### src/rtl/multicycle_adder.sv
// multicycle_adder: N-bit a + b + c_in computed CHUNK bits per cycle through a registered carry.
// Latency: out_valid rises N/CHUNK cycles after the accept edge; one op per N/CHUNK + 2 cycles.
// Backpressure: in_ready only in IDLE; out_ready low holds DONE with outputs frozen. Macro: MULTICYCLE_ADDER_OVF_EN.
module multicycle_adder #(
  parameter int N     = 32,
  parameter int CHUNK = 8
) (
  input  logic         clk,
  input  logic         rst,
  input  logic [N-1:0] a,
  input  logic [N-1:0] b,
  input  logic         c_in,
  input  logic         in_valid,
  output logic         in_ready,
  output logic [N-1:0] sum,
  output logic         c_out,
  output logic         out_valid,
  input  logic         out_ready
`ifdef MULTICYCLE_ADDER_OVF_EN
  ,
  output logic         overflow
`endif
);

  localparam int NCH = N / CHUNK;
  localparam int IW  = (NCH > 1) ? $clog2(NCH) : 1;
  localparam logic [IW-1:0] LAST_IDX = IW'(NCH - 1);

  generate
    if ((CHUNK < 1) || (N % CHUNK != 0)) begin : g_bad_chunk
      $error("multicycle_adder: N must be a non-zero multiple of CHUNK");
    end
  endgenerate

  typedef enum logic [1:0] {
    IDLE = 2'd0,
    RUN  = 2'd1,
    DONE = 2'd2
  } state_t;

  state_t         state;
  logic [N-1:0]   a_r;
  logic [N-1:0]   b_r;
  logic           carry;
  logic [IW-1:0]  idx;
  logic [CHUNK-1:0] a_sl;
  logic [CHUNK-1:0] b_sl;
  logic [CHUNK:0]   chunk_sum;

  assign in_ready  = (state == IDLE);
  assign out_valid = (state == DONE);

  // Only a CHUNK-bit adder on the current slice; the carry between slices is registered.
  always_comb begin
    a_sl      = a_r[int'(idx)*CHUNK +: CHUNK];
    b_sl      = b_r[int'(idx)*CHUNK +: CHUNK];
    chunk_sum = {1'b0, a_sl} + {1'b0, b_sl} + {{CHUNK{1'b0}}, carry};
  end

  // Control FSM and datapath registers; reset overrides any handshake in the same cycle.
  always_ff @(posedge clk) begin
    if (rst) begin
      state <= IDLE;
      a_r   <= '0;
      b_r   <= '0;
      carry <= 1'b0;
      idx   <= '0;
      sum   <= '0;
      c_out <= 1'b0;
`ifdef MULTICYCLE_ADDER_OVF_EN
      overflow <= 1'b0;
`endif
    end else begin
      case (state)
        IDLE: begin
          if (in_valid) begin
            a_r   <= a;
            b_r   <= b;
            carry <= c_in;
            idx   <= '0;
            state <= RUN;
          end
        end
        RUN: begin
          sum[int'(idx)*CHUNK +: CHUNK] <= chunk_sum[CHUNK-1:0];
          carry <= chunk_sum[CHUNK];
          if (idx == LAST_IDX) begin
            c_out <= chunk_sum[CHUNK];
`ifdef MULTICYCLE_ADDER_OVF_EN
            // Carry into bit N-1 is a ^ b ^ sum at that bit; XOR with carry out gives signed overflow.
            overflow <= a_r[N-1] ^ b_r[N-1] ^ chunk_sum[CHUNK-1] ^ chunk_sum[CHUNK];
`endif
            idx   <= '0;
            state <= DONE;
          end else begin
            idx <= idx + 1'b1;
          end
        end
        DONE: begin
          if (out_ready) begin
            state <= IDLE;
          end
        end
        default: state <= IDLE;
      endcase
    end
  end

endmodule
### config.mk
export PLATFORM = sky130hd
export DESIGN_NAME = multicycle_adder
export DESIGN_NICKNAME = d
export VERILOG_FILES = /design/src/rtl/multicycle_adder.sv
export SDC_FILE = /design/constraint.sdc
export NUM_CORES = 1
export LEC_CHECK = 0
export ABC_AREA = 1
export CORE_MARGIN = 5
export CORE_UTILIZATION = 45
export DETAILED_ROUTE_END_ITERATION = 16
export PLACE_DENSITY = 0.81
export SYNTH_ARGS = -nofsm -noshare
export SYNTH_HDL_FRONTEND = slang
export SYNTH_SLANG_ARGS = --single-unit
### constraint.sdc
create_clock -name clk -period 2.55 [get_ports clk]
set_clock_uncertainty 0.1 [all_clocks]
set_input_delay 0.3825 -clock clk [delete_from_list [all_inputs] [get_ports clk]]
set_output_delay 0.3825 -clock clk [all_outputs]
set_load 0.005 [all_outputs]
==> metrics <==
Static Leak=approximately 2.4 nW; multiplexer share of the synthesized area=0; Port Buf Inserts=between 100 and 150; total track usage=0.198; Startpoint Class=register; Yosys cell types=31; top-count cell post-synth=nor2_1; DP HPWL=9100 um; syn_area_per_cell=between 7 and 8 sq um; Max Buffers Root-to-Sink=2; register area share after synthesis=0.445; max_cap viols=0; Finished Cell Area=around 6000 sq um; WL/cell=between 10 and 15 um; slowest CP cell=dfxtp_4; Post-synth top cells=nor2_1 (176), dfxtp_1 (102), o21ai_0 (96); PwrDens=631 nW/um^2; nets=between 800 and 900; CP Class=reg2reg; Synthesized Nets=710; post-synthesis sequential element count=roughly 100; Yosys Warn Count=0; Crit path required time=around 2.8 ns; maximum vdd drop=roughly 0.4 mV; Initial Util=0.465; status=complete, no violations; area leader, netlist=dfxtp_1; Final Max Tran Viols=0; DRT Pass-1 Iters=8; critical path arrival=around 2.7 ns; Post-Layout Cell Count=approximately 860; H-tree levels=3; top-area cell type share of the netlist area=0.445; antenna cells=0; DRC viols=0; Routed Antenna Nets=0; initial antenna violation count=0; Fin Setup TNS=0 ns; clock sink total=slightly above 100; Worst path most repeated cell=nand2_1; minimum clock period=approximately 2.5 ns; final hold vios=0; Hold WC Path Type=reg2reg; FP Rows=36; Rel. slew slack=0.355; Cell Area, Synth=roughly 4600 sq um; share of post-route cells with drive strength above 1=0.0960; area grow syn2layout=31.8%; Worst path max stage delay=around 0.38 ns; Achievable Freq=around 400 MHz; iteration-0 DRC count of the detailed router=roughly 290; die width=between 100 and 150 um; Inserted Clock Buffers=9; height of the die=approximately 110 um; Worst-path clk slew=about 0.10 ns; Hold Path Depth=2; number of synthesized flops with an enable pin=0; Placer Congestion=~0.89; detailed-route via count=4536; Synth Area in Compound Gates=0.179; I/O Pins=104; placed cell area=approximately 5700 sq um; Finished Core Util=0.612; clk root buf=clkbuf_8; Adder-Cell Fraction of Synth Area=0.0442; first-pass GRT wire length=20300 um; main combinational cell family by area after synthesis=simple AND/OR/NAND/NOR gates; asr flop ratio synth=0; CTS tree=yes; Clock Latency Late Sink=0.37 ns; core footprint=9860 sq um; Placed Cells=841; Total Wirelength=between 10000 and 15000 um; die area=12300 sq um; Via density=about 5.3; vias in the first global route=roughly 4200; Post-Synth Simple-Gate Area=0.261; Top FF cell, synth=dfxtp_1; Critical Path Fanout Max=6; total grt overflow=0; cell count after synthesis=626; Worst setup EP type=register; largest net degree at the start of global routing=68; crit share post-route=0.981; main area contributors after synthesis=dfxtp_1 (45%), nor2_1 (14%), o21ai_0 (10%); Worst-Margin Slew=0.967 ns; CP Cell Sequence=buf_4, o21ai_0, o22ai_1, fa_2, fa_2, nand2_2, nand2_1, nand3_2, nand2_1, nand2_1, nand3_2, nor2_2, nand2_1, a21oi_1; Worst Reg-to-Reg Cells=14; xor/xnor share of the synthesized area=0.00382; Setup Viol. Count Final=0
-- per-stage QoR --
| stage | worst slack (ns) | total power, W | hold slack [ns] |
|---|---|---|---|
| 2_1_floorplan | 0.0364 | 0.00232 | 0.361 |
| 3_3_place_gp | 0.148 | 0.00263 | 0.353 |
| 3_5_place_dp | 0.0491 | 0.00264 | 0.356 |
| 4_1_cts | 0.0264 | 0.00377 | 0.370 |
| 5_1_grt | -0.0269 | 0.00402 | 0.384 |
| 6_report | 0.0493 | 0.00381 | 0.370 |
-- final cells by class --
type                            count  area (sq um)
Tap cell                          133           166
Sequential cell                   102          2050
Clock buffer                        9           124
Inverter                           28           109
Timing Repair Buffer              123          1180
Clock inverter                      7           103
Multi-Input combinational cell    460          2310
Fill cell                         866          3820
-- flip-flops by register name, summed over array words and instances (netlist names) --
signal	flops
b_r	32
c_out	1
carry	1
idx	2
a_r	32
sum	32
state	2
-- final timing paths --
check        endpoint  slack, ns  startpoint
max           sum[14]       0.05      idx[0]
min            sum[2]       0.37      sum[2]
max reg2reg   sum[14]       0.05      idx[0]
min reg2reg    sum[2]       0.37      sum[2]
-- power breakdown --
group	switching (W)	leakage (nW)	internal [W]
clock	0.000579	0.111	0.000565
combinational	0.000527	1.49	0.000379
sequential	0.0000672	0.839	0.00170
total	0.00117	2.44	0.00264
-- routing by layer --
layer,vias to the layer above,GRT usage,part of all wire
li1,2256,-,-
met1,2063,0.271,0.44
met2,198,0.308,0.47
met3,19,0.0524,0.075
met4,0,0.0583,0.017
met5,-,0,0
-- logic make-up (layout without fill, tap and decap cells) --
family | after synthesis | after routing
simple gates | 288 | 288
compound gates | 155 | 155
flops | 102 | 102
buf+inv | 64 | 167
fa+ha+maj | 15 | 15
xor+xnor | 2 | 2
-- worst max-delay path, delay by kind of cell, from the launching register on --
family / cells / cell delay (ns)
compound gates: 3 / 0.42
fa+ha+maj: 2 / 0.75
buf+inv: 1 / 0.14
flops: 1 / 0.38
simple gates: 8 / 0.65
-- cell usage in the layout, fill, tap and decap left out, types with 4 or more instances in the layout --
cell | Yosys | layout
a21oi_1 | 35 | 35
clkdlybuf4s50_1 | 0 | 103
inv_2 | 4 | 4
nand3_2 | 1 | 4
nand4_1 | 8 | 8
clkbuf_8 | 0 | 9
buf_4 | 0 | 19
dfxtp_1 | 102 | 100
nand3_1 | 18 | 15
nor2_1 | 176 | 175
nand2_1 | 75 | 73
ha_1 | 13 | 11
inv_1 | 24 | 23
a22oi_1 | 4 | 4
o21ai_0 | 96 | 91
o22ai_1 | 16 | 14
-- timing repair --
item	in CTS	in global routing
setup endpoints to repair	0	23
gates resized for setup	0	22
hold buffers	0	0
setup buffers	0	5
(Power assumes the default switching activity.)
